--- config.mk ---
export PLATFORM = sky130hd
export DESIGN_NAME = ring_rr_arbiter_flat
export DESIGN_NICKNAME = d
export VERILOG_FILES = /design/src/rtl/ring_rr_arbiter_if.sv /design/src/rtl/ring_rr_arbiter.sv /design/src/flat_wrapper.sv
export SDC_FILE = /design/constraint.sdc
export NUM_CORES = 1
export LEC_CHECK = 0
export CORE_MARGIN = 2
export CORE_UTILIZATION = 35
export CTS_BUF_LIST = sky130_fd_sc_hd__clkbuf_4 sky130_fd_sc_hd__clkbuf_8
export DETAILED_ROUTE_END_ITERATION = 16
export GPL_ROUTABILITY_DRIVEN = 0
export HOLD_SLACK_MARGIN = 0.03
export PLACE_DENSITY_LB_ADDON = 0.2
export SLEW_MARGIN = 20
export SYNTH_ARGS = -nofsm -noshare
export SYNTH_HDL_FRONTEND = slang
export SYNTH_SLANG_ARGS = --single-unit
--- constraint.sdc ---
create_clock -name clk -period 1.9 [get_ports clk]
set_input_delay 0.38 -clock clk [delete_from_list [all_inputs] [get_ports clk]]
set_output_delay 0.38 -clock clk [all_outputs]
set_load 0.01 [all_outputs]
--- src/rtl/ring_rr_arbiter_if.sv ---
// ---------------------------------------------------------------------------
// ring_rr_arbiter_if : request/grant bundle between requesters and arbiter
// Revision 1.0
// ---------------------------------------------------------------------------
`default_nettype none

interface ring_rr_arbiter_if #(
  parameter int N = 4
);
  localparam int ID_W = $clog2(N);

  logic            en;
  logic [N-1:0]    req;
  logic [N-1:0]    done;
  logic [N-1:0]    grant;
  logic            grant_valid;
  logic [ID_W-1:0] grant_id;
  logic            timeout;

  modport master (
    output en, req, done,
    input  grant, grant_valid, grant_id, timeout
  );

  modport slave (
    input  en, req, done,
    output grant, grant_valid, grant_id, timeout
  );
endinterface

`default_nettype wire

--- src/rtl/ring_rr_arbiter.sv ---
// ---------------------------------------------------------------------------
// ring_rr_arbiter : one-hot token round-robin arbiter with per-grant hold limit
// Revision 1.0
// ---------------------------------------------------------------------------
`default_nettype none

module ring_rr_arbiter #(
  parameter int N        = 4,
  parameter int MAX_HOLD = 8
) (
  input  wire logic         clk,
  input  wire logic         rst_n,
  ring_rr_arbiter_if.slave  arb
);

  localparam int ID_W  = $clog2(N);
  localparam int CNT_W = $clog2(MAX_HOLD + 1);

  typedef enum logic [0:0] {
    S_IDLE = 1'b0,
    S_BUSY = 1'b1
  } state_t;

  state_t           r_state;
  logic [N-1:0]     r_ptr;
  logic [N-1:0]     r_grant;
  logic             r_grant_valid;
  logic [ID_W-1:0]  r_grant_id;
  logic             r_timeout;
  logic [CNT_W-1:0] r_hold;

  logic [ID_W-1:0]  w_ptr_idx;
  logic [ID_W-1:0]  w_winner;
  logic [ID_W-1:0]  w_idx;
  logic             w_any;
  logic [N-1:0]     w_win_onehot;
  logic [N-1:0]     w_ptr_next;
  logic             w_release;
  logic             w_hold_max;

  always_comb begin
    w_ptr_idx = '0;
    for (int i = 0; i < N; i++) begin
      if (r_ptr[i]) w_ptr_idx = ID_W'(i);
    end
  end

  // Scan from the highest offset down so the closest requester to ptr wins last.
  always_comb begin
    w_any    = 1'b0;
    w_winner = '0;
    w_idx    = '0;
    for (int k = N - 1; k >= 0; k--) begin
      w_idx = ID_W'((int'(w_ptr_idx) + k) % N);
      if (arb.req[w_idx]) begin
        w_any    = 1'b1;
        w_winner = w_idx;
      end
    end
  end

  assign w_win_onehot = {{(N-1){1'b0}}, 1'b1} << w_winner;
  // Grant is one-hot in BUSY, so rotating it yields one-hot(owner+1 mod N).
  assign w_ptr_next   = {r_grant[N-2:0], r_grant[N-1]};
  assign w_release    = ((arb.done & r_grant) != '0) || ((arb.req & r_grant) == '0);
  assign w_hold_max   = (r_hold == CNT_W'(MAX_HOLD));

  always_ff @(posedge clk or negedge rst_n) begin
    if (!rst_n) begin
      r_state       <= S_IDLE;
      r_ptr         <= {{(N-1){1'b0}}, 1'b1};
      r_grant       <= '0;
      r_grant_valid <= 1'b0;
      r_grant_id    <= '0;
      r_timeout     <= 1'b0;
      r_hold        <= '0;
    end else begin
      r_timeout <= 1'b0;
      case (r_state)
        S_IDLE: begin
          if (arb.en && w_any) begin
            r_state       <= S_BUSY;
            r_grant       <= w_win_onehot;
            r_grant_valid <= 1'b1;
            r_grant_id    <= w_winner;
            r_hold        <= CNT_W'(1);
          end
        end
        S_BUSY: begin
          if (w_release || w_hold_max) begin
            r_state       <= S_IDLE;
            r_grant       <= '0;
            r_grant_valid <= 1'b0;
            r_ptr         <= w_ptr_next;
            r_hold        <= '0;
            r_timeout     <= !w_release;
          end else begin
            r_hold <= r_hold + CNT_W'(1);
          end
        end
        default: begin
          r_state <= S_IDLE;
        end
      endcase
    end
  end

  assign arb.grant       = r_grant;
  assign arb.grant_valid = r_grant_valid;
  assign arb.grant_id    = r_grant_id;
  assign arb.timeout     = r_timeout;

endmodule

`default_nettype wire

--- src/flat_wrapper.sv ---
// flat-port wrapper written by rule: the top's interface ports become plain ports
module ring_rr_arbiter_flat 
#(
  parameter int N        = 4,
  parameter int MAX_HOLD = 8
)
  (clk, rst_n, arb_en, arb_req, arb_done, arb_grant, arb_grant_valid, arb_grant_id, arb_timeout);
  ring_rr_arbiter_if #(.N(N)) arb_i ();
  input  wire logic clk;
  input  wire logic rst_n;
  input wire logic [$bits(arb_i.en)-1:0] arb_en;
  input wire logic [$bits(arb_i.req)-1:0] arb_req;
  input wire logic [$bits(arb_i.done)-1:0] arb_done;
  output wire logic [$bits(arb_i.grant)-1:0] arb_grant;
  output wire logic [$bits(arb_i.grant_valid)-1:0] arb_grant_valid;
  output wire logic [$bits(arb_i.grant_id)-1:0] arb_grant_id;
  output wire logic [$bits(arb_i.timeout)-1:0] arb_timeout;
  assign arb_i.en = arb_en;
  assign arb_i.req = arb_req;
  assign arb_i.done = arb_done;
  assign arb_grant = arb_i.grant;
  assign arb_grant_valid = arb_i.grant_valid;
  assign arb_grant_id = arb_i.grant_id;
  assign arb_timeout = arb_i.timeout;
  ring_rr_arbiter #(.N(N), .MAX_HOLD(MAX_HOLD)) u_core (.clk(clk), .rst_n(rst_n), .arb(arb_i));
endmodule
==> flow_summary_export.csv, run 1 <==
group,metric,value,unit
logic_synthesis,synth_top_area_share,45.1,%
sta,final.period_utilization,92.4,%
detailed_routing,drtIter0Drc,22,
critical_path,cp_cell_sequence,"clkdlybuf4s50_1 -> buf_4 -> nor2_1 -> o32ai_1 -> o21ai_0 -> a21o_1 -> a31o_1",
clocking,cts-root-buf,"clkbuf_4",
critical_path,crit_start,"arb_req[3]",
pwr,power.total,1.73,mW
pwr,leakagePower,0.567,nW
critical_path,rrSetupSlack,0.16,ns
logic_synthesis,avgSynthCellArea,9.87,µm²
logic_synthesis,synth_enable_flop_cells,0,
logic_synthesis,postSynthCellCount,90,
logic_synthesis,ys_ff_latch,16,
detailed_routing,avgRoutedWirePerCell,14.1,µm
placed_design,io_buffers,18,
clocking,cts.htree.levels,1,
cells_and_area,antenna_cells,0,
critical_path,end_kind,"register",
detailed_routing,vias,799,
floorplanning,die_h,54.4,µm
detailed_routing,via_per_inst,5.26,
sta,fmax,0.570,GHz
critical_path,cp_top_family,"compound AO/OA/AOI/OAI gates",
sta,timing.hold.ws,0.384,ns
logic_synthesis,yosysTopAreaCell,"dfrtp_1",
logic_synthesis,synth_most_common_cell,"dfrtp_1",
global_routing,grt_max_degree,17,
clocking,cts_tree,"built",
logic_synthesis,async_flop_share,100,%
critical_path,arrival,1.95,ns
global_routing,grt_usage,16.6,%
floorplanning,die_area,2960,µm²
cells_and_area,fin_util,50.8,%
sta,tightest_slew,0.369,ns
global_routing,grt_pass1_vias,768,
critical_path,r2r-start,"u_core.r_hold[0]",
logic_synthesis,seq_area_frac_synth,45.1,%
cells_and_area,area_delta_synth_final,39.0,%
detailed_routing,ant_nets,0,
worst_hold_path,hold_class,"in2async",
cells_and_area,fin_cells,152,
sta,setup_viol,0,
sta,slew_viol_final,0,
sta,maxSlewHeadroom,75.1,%
sta,finalClockSkew,0.00788,ns
logic_synthesis,ys_warn_count,0,
clocking,path_clk_slew,0.11,ns
logic_synthesis,netlist_area,888,µm²
outcome,outcome,"completed",
logic_synthesis,synth_common_cells,"16 x dfrtp_1, 6 x inv_1, 6 x nand2_1, 5 x a21oi_1, 5 x nand3_1",
detailed_routing,drc,0,
floorplanning,rows,18,
pwr,p_per_area,1400,nW/µm²
critical_path,path_buf_inv,2,
critical_path,cp.depth,7,
pwr,ir_drop,0.000732,V
clocking,ctsHoldBuffers,0,
cells_and_area,drive_gt1_share,23.0,%
critical_path,cp.required,2.09,ns
critical_path,crit_path_start_kind,"input pin",
clocking,clockBufferDepth,2,
sta,hold_viol,0,
floorplanning,start_util,36.5,%
detailed_routing,wirelength,2140,µm
critical_path,critPathMaxStageDelay,0.50,ns
placed_design,place_inst,148,
detailed_routing,dr.pass1.iters,4,
logic_synthesis,synth_flop_cell,"dfrtp_1",
floorplanning,die_w,54.4,µm
critical_path,cp_max_fo,5,
cells_and_area,layout.nets,136,
placed_design,place_hpwl,1610,µm
global_routing,grt_pass1_wl,3500,µm
logic_synthesis,yosysUniqueCellTypes,32,
global_routing,grt_overflow,0,
critical_path,worstSetupEndpoint,"u_core.arb.grant[0]",
clocking,clock-sinks,16,
critical_path,cp_slowest_cell,"clkdlybuf4s50_1",
logic_synthesis,synth_area_leaders,"dfrtp_1 45%, mux2_2 5.1%, o31ai_1 3.4%",
clocking,clk-insertion-delay-late,0.30,ns
sta,min_period,1.75,ns
floorplanning,core-area,2430,µm²
clocking,cts_buffers,3,
critical_path,rr_worst_depth,7,
floorplanning,ioPinCount,19,
run,drv_cap,0,
logic_synthesis,syn_nets,103,
critical_path,r2r_end,"u_core.arb.grant[1]",
critical_path,worst-setup-path-type,"in2reg",
global_routing,antenna_found_initial,0,
[metal layers]
| layer | vias up | GRT usage (%) | wire length (µm) |
|---|---|---|---|
| li1 | 404 | - | - |
| met3 | 5 | 1.64 | 67 |
| met1 | 376 | 22.9 | 1070 |
| met4 | 0 | 7.50 | 42 |
| met5 | - | 0 | 0 |
| met2 | 14 | 26.1 | 960 |
[power by group]
part	internal (mW)	switching (mW)
Sequential	0.464	0.146
Combinational	0.498	0.385
Clock	0.117	0.121
Total	1.08	0.653
[stage by stage]
step | cell area, µm² | worst slack (ns) | TNS (ns)
3_5_place_dp | 1190 | -0.315 | -3.17
3_3_place_gp | 1190 | -0.253 | -2.36
2_1_floorplan | 888 | 0.178 | 0
5_1_grt | 1230 | -0.0155 | -0.0155
4_1_cts | 1230 | 0.0587 | 0
6_report | 1230 | 0.145 | 0
[registers in the layout, indices dropped and copies added, names as in the netlist]
signal / cells
u_core.arb.grant: 4
u_core.r_hold: 4
u_core.r_ptr: 3
u_core.arb.grant_id: 2
u_core.arb.grant_valid: 1
u_core.arb.timeout: 1
u_core.r_state: 1
[area by class of cell]
cell class | instances | area (µm²)
Clock buffer | 4 | 36.3
Sequential cell | 16 | 400
Inverter | 6 | 22.5
Tap cell | 30 | 37.5
Multi-Input combinational cell | 64 | 452
Timing Repair Buffer | 32 | 287
Fill cell | 237 | 1200
[placed cells by master (no fill, tap or decap), drive strengths merged, types with 3 or more instances in the layout]
| cell type | n |
|---|---|
| clkdlybuf4s50 | 16 |
| dfrtp | 16 |
| buf | 14 |
| inv | 6 |
| nand2 | 6 |
| nand3 | 5 |
| a21oi | 5 |
| o31ai | 5 |
| nor2 | 4 |
| o21ai | 4 |
| mux2 | 4 |
| clkbuf | 4 |
| and3 | 3 |
[timing repair]
action	CTS	global route
pin swaps	0	1
setup endpoints to repair	2	5
buffers inserted	0	0
cloned	0	0
gates resized for setup	1	2
[worst register-to-register path, cell delays in order, from the launching register on]
cell and delay, ns:
dfrtp_1 0.42, inv_1 0.09, ha_1 0.14, nand2_1 0.06, or2_2 0.32, a21bo_4 0.26
and3_1 0.17, a31o_1 0.18
[worst min-delay path by stage]
stage	depth (start not counted)	slack, ns	start	endpoint
2_1_floorplan	0	0.08	rst_n	u_core.arb.grant[0]
5_1_grt	2	0.41	rst_n	u_core.r_ptr[3]
4_1_cts	2	0.40	rst_n	u_core.r_state
3_3_place_gp	2	0.47	u_core.arb.grant_id[1]	u_core.arb.grant_id[1]
3_5_place_dp	2	0.47	u_core.arb.grant_id[0]	u_core.arb.grant_id[0]
6_report	2	0.38	rst_n	u_core.r_state
[kinds of logic after synthesis]
family                   share of synthesized area, %
adder cells (fa/ha/maj)                          2.82
buffers and inverters                            4.79
multiplexers                                     5.07
AO/OA/AOI/OAI                                    26.3
flip-flops                                       45.1
AND/OR/NAND/NOR                                  15.9
Power figures use the tool's default switching activity.
==> run 2, diff against run 1 <==
- DONT_BUFFER_PORTS: unset -> 1
==> run 2 against run 1 <==
Compared with the run above: wire length down 8.7%; combinational power down 31%; final area down 20%; via count down 11%; count of clock-buffer cells in the layout unchanged.
==> flow_summary_export.csv, run 2 (synthesis gave the netlist of run 1 again) <==
group,metric,value,unit
global_routing,grt_pass1_vias,667,
cells_and_area,fin_cells,126,
critical_path,rrSetupSlack,0.12,ns
detailed_routing,drc,0,
floorplanning,die_h,54.4,µm
placed_design,dp_worst_setup_slack,0.142,ns
sta,tightest_slew,0.700,ns
clocking,clk-insertion-delay-late,0.28,ns
detailed_routing,top_layer_used,"met4",
sta,slew_viol_final,0,
clocking,path_clk_slew,0.09,ns
pwr,ir_drop,0.000811,V
global_routing,grt_overflow,0,
sta,worst_slack,0.119,ns
critical_path,worst-setup-path-type,"reg2reg",
clocking,cts-root-buf,"clkbuf_4",
detailed_routing,avgRoutedWirePerCell,15.5,µm
critical_path,crit_start,"u_core.r_hold[0]",
floorplanning,start_util,36.5,%
critical_path,cp_max_fo,9,
global_routing,antenna_found_initial,0,
sta,setup_viol,0,
clocking,clock-sinks,16,
critical_path,cp.required,2.07,ns
cells_and_area,fillCellCount,245,
sta,final.period_utilization,93.8,%
floorplanning,die_w,54.4,µm
pwr,p_per_area,1500,nW/µm²
worst_hold_path,hp-start,"arb_req[3]",
pwr,leakagePower,0.449,nW
cells_and_area,layout_common_cells,"16 x dfrtp_1, 6 x inv_1, 6 x nand2_1",
sta,min_period,1.78,ns
detailed_routing,ant_nets,0,
outcome,outcome,"completed",
critical_path,end_kind,"register",
sta,fmax,0.561,GHz
global_routing,grt_max_degree,17,
detailed_routing,drtIter0Drc,18,
clocking,clockBufferDepth,2,
cells_and_area,multi_input_area,445,µm²
detailed_routing,wirelength,1950,µm
sta,hold_viol,0,
detailed_routing,wl_met1,948,µm
sta,maxSlewHeadroom,53.2,%
cells_and_area,fin_util,40.7,%
placed_design,place_inst,120,
clocking,cts_buffers,3,
cells_and_area,antenna_cells,0,
detailed_routing,dr.pass1.iters,4,
cells_and_area,layout.nets,110,
floorplanning,ioPinCount,19,
global_routing,grt_pass1_wl,3230,µm
pwr,power.total,1.48,mW
sta,timing.hold.ws,0.448,ns
critical_path,crit_path_start_kind,"register",
cells_and_area,seq_area,400,µm²
run,drv_cap,0,
critical_path,r2r-start,"u_core.r_hold[0]",
placed_design,io_buffers,0,
floorplanning,core-area,2430,µm²
floorplanning,rows,18,
detailed_routing,dr_wl_met3,107,µm
sta,finalClockSkew,0.00371,ns
cells_and_area,final_common_cell,"dfrtp_1",
detailed_routing,route.met2.wl,856,µm
floorplanning,die_area,2960,µm²
clocking,cts.htree.levels,1,
placed_design,place_hpwl,1460,µm
critical_path,arrival,1.96,ns
cells_and_area,finalInstanceArea,990,µm²
placed_design,placed_area,936,µm²
global_routing,grt_usage,15.6,%
detailed_routing,via_per_inst,5.63,
cells_and_area,area_delta_synth_final,11.4,%
sta,setup_tns,0,ns
clocking,cts_tree,"built",
worst_hold_path,hold_class,"in2reg",
sta,rsz0062_at_grt,"false",
cells_and_area,drive_gt1_share,19.8,%
detailed_routing,vias,709,
-- run 2: cell types whose count changed in the layout (fill, tap and decap cells not counted) --
cell             change
buf_4                -9
a21bo_4              -1
dlygate4sd2_1        -1
clkdlybuf4s50_1     -16
a21bo_2              +1
dlymetal6s2s_1       -1
dlygate4sd3_1        +1
-- run 2: where the power goes --
group	leakage [nW]	switching (mW)	total, mW	internal, mW
Sequential	0.211	0.181	0.646	0.464
Clock	0.0210	0.104	0.221	0.117
Combinational	0.217	0.303	0.613	0.310
-- run 2: final cells by class --
cell class,count,area share [%]
multi-input cells,64,45.0
clock buffers,4,3.67
inverters,6,2.28
repair buffers,6,4.80
flip-flops and latches,16,40.5
well taps,30,3.79
-- run 2: routing by layer --
layer / vias up / global-route usage (%)
met5: - / 0
met4: 0 / 10.0
li1: 348 / -
met2: 15 / 23.5
met1: 342 / 20.5
met3: 4 / 2.73
-- run 2: critical path: stages, from the launching register on --
cell and delay (ns):
dfrtp_1 0.42, inv_1 0.09, ha_1 0.14, nand2_1 0.06, or2_2 0.31, a21bo_2 0.27
and3_1 0.19, a31o_1 0.19
-- run 2: final timing paths --
kind | cells after the start | end
max | 7 | u_core.arb.grant[0]
min | 3 | u_core.arb.grant[2]
min in group asynchronous | 1 | u_core.r_hold[2]
max reg2reg | 7 | u_core.arb.grant[0]
min reg2reg | 1 | u_core.r_hold[3]
max in group asynchronous | 1 | u_core.arb.grant[2]
-- run 2: timing repair --
item / 4_1_cts / 5_1_grt
buffers inserted: 0 / 1
resized for setup: 0 / 0
hold endpoints to repair: 16 / 0
endpoints found under the setup margin: 0 / 1
hold buffers: 1 / 0
==> patch: new RTL, config.mk and constraints of run 2 <==
`N` is set to 4 in 3 places; all go to 8.
--- a/src/rtl/ring_rr_arbiter_if.sv
+++ b/src/rtl/ring_rr_arbiter_if.sv
@@ -5,7 +5,7 @@
 `default_nettype none
 
 interface ring_rr_arbiter_if #(
-  parameter int N = 4
+  parameter int N = 8
 );
   localparam int ID_W = $clog2(N);
 
--- a/src/rtl/ring_rr_arbiter.sv
+++ b/src/rtl/ring_rr_arbiter.sv
@@ -5,7 +5,7 @@
 `default_nettype none
 
 module ring_rr_arbiter #(
-  parameter int N        = 4,
+  parameter int N        = 8,
   parameter int MAX_HOLD = 8
 ) (
   input  wire logic         clk,
--- a/src/flat_wrapper.sv
+++ b/src/flat_wrapper.sv
@@ -1,7 +1,7 @@
 // flat-port wrapper written by rule: the top's interface ports become plain ports
 module ring_rr_arbiter_flat 
 #(
-  parameter int N        = 4,
+  parameter int N        = 8,
   parameter int MAX_HOLD = 8
 )
   (clk, rst_n, arb_en, arb_req, arb_done, arb_grant, arb_grant_valid, arb_grant_id, arb_timeout);
Interface: changed (resized arb_done, arb_grant, arb_grant_id and arb_req); port bits go from 19 to 32. No check against the original RTL was run, so the function may have changed too.
==> patch against run 2 <==
The flow now finishes with violations (setup timing). Setup slack worse by 1.4 ns. Routed wire length increased to 4.1 times the old value. Global-route usage up 7.7 points. Cell area rose to 3.5 times the old value. Area after synthesis up 150%. Largest cell class unchanged. Sequential cell count rose by 9. Die area increased by 130%.
Power is not shown: default switching activity piles up to over one toggle a cycle in this logic, so the estimate is an artifact.
==> patch: results (changes against run 2) <==
status complete, but fails checks; failing checks setup timing; worst hold path type in2reg; largest net degree at the start of global routing 26 (+9); Final setup viols 17 (+17); synth top area cells dfrtp_1, mux2_2, nand2_1; Post-Synth Adder-Cell Area 2.29% (-0.53 points); met3 Use GR 5.77% (+3.0 points); Synth Area in Compound Gates 34.9% (+8.6 points); Distinct cells, synth 65 (+100%); share of layout cells above drive strength 1 51.3% (+31 points); worst hold stages 4 (+1); Net Count, Synth 271 (+160%); mux contribution to synthesized area 10.2% (+5.1 points); post_cts resized 47 (+47); final WL 8110 microns (+310%); routed length on met1 3570 microns (+280%); n_diodes 0 (unchanged); via count 2570 (+260%); WHS Endpoint u_core.arb.timeout; met1 GRT Util 30.7% (+10 points); Synth Flop Type dfrtp_1; metal2 WL 3800 microns (+340%); root buf cell clkbuf_8; crit-path max cell delay 0.49 ns (+0.07 ns); CP max stage cell or4_4; NumNets Final 373 (+240%); CP Data Arrival Time 3.39 ns (+1.43 ns); TritonCTS Buffers 3 (unchanged); hold buffers post-CTS 2 (+1); met3 wire length 598 microns (+460%); FF-to-FF path depth 13 (+6); area share of xor/xnor cells in the synthesized design 1.20% (+1.2 points); Setup WS post-layout -1.32 ns (-1.44 ns); Top Usage Layer GRT met2; Critical Path Sink u_core.arb.grant_id[0]; Async SR Flop Fraction 100% (unchanged); hold_ws 0.471 ns (+0.0228 ns); max FFs per register 8; vias in the first global route 2589 (+290%); Seq/Total Area, Yosys 28.6% (-16 points); met2 usage 37.5% (+14 points); Tightest Pin Transition 0.550 ns (-0.150 ns); HP Start arb_done[6]; Crit Path Max Fanout 6 (-3); clk_skew 0.00999 ns (+0.00627 ns); Filler cells 492 (+100%); GRT Util Overall 23.3% (+7.7 points); Critical Path Start u_core.r_ptr[1]; Setup Buffers After CTS 10 (+10); Reg clk slew, reported paths 0.10 ns; initial drt markers 252 (+234); half-perimeter wire length after placement 5990 microns (+310%); DR pass1 iterations 5 (+1); most frequent cells after synthesis nand2_1, dfrtp_1, nor2_1, a21oi_1; first-pass GRT wire length 13200 microns (+310%)
patch: cell count changes in the layout (fill, tap and decap cells not counted), sizes merged, moves of 5 or more:
cell / run 2 / this run
a21oi: 5 / 17
a32o: 0 / 9
buf: 5 / 104
dfrtp: 16 / 25
inv: 6 / 11
mux2: 4 / 12
nand2: 6 / 29
nand3: 5 / 11
nor2: 4 / 24
nor3: 0 / 5
o21ai: 4 / 11
patch: metrics by stage:
stage	worst slack, ns	instance area [sq um]	util (%)	TNS (ns)	std cells
after floorplan	-1.45	2270	-	-23.14	248
after global routing	-1.44	3450	57.6	-23.89	424
final	-1.32	3450	57.6	-21.50	424
after global placement	-1.54	2960	49.4	-26.92	403
after detailed placement	-1.53	2960	49.4	-26.58	403
after CTS	-1.31	3310	55.3	-21.45	419
patch: layout make-up:
cell class / count / share of cell area, %
clock buffer: 3 / 1.20
clock inverter: 1 / 0.218
inverter: 12 / 1.52
multi-input combinational: 203 / 52.3
sequential: 25 / 18.2
tap: 75 / 2.72
timing repair buffer: 105 / 23.8
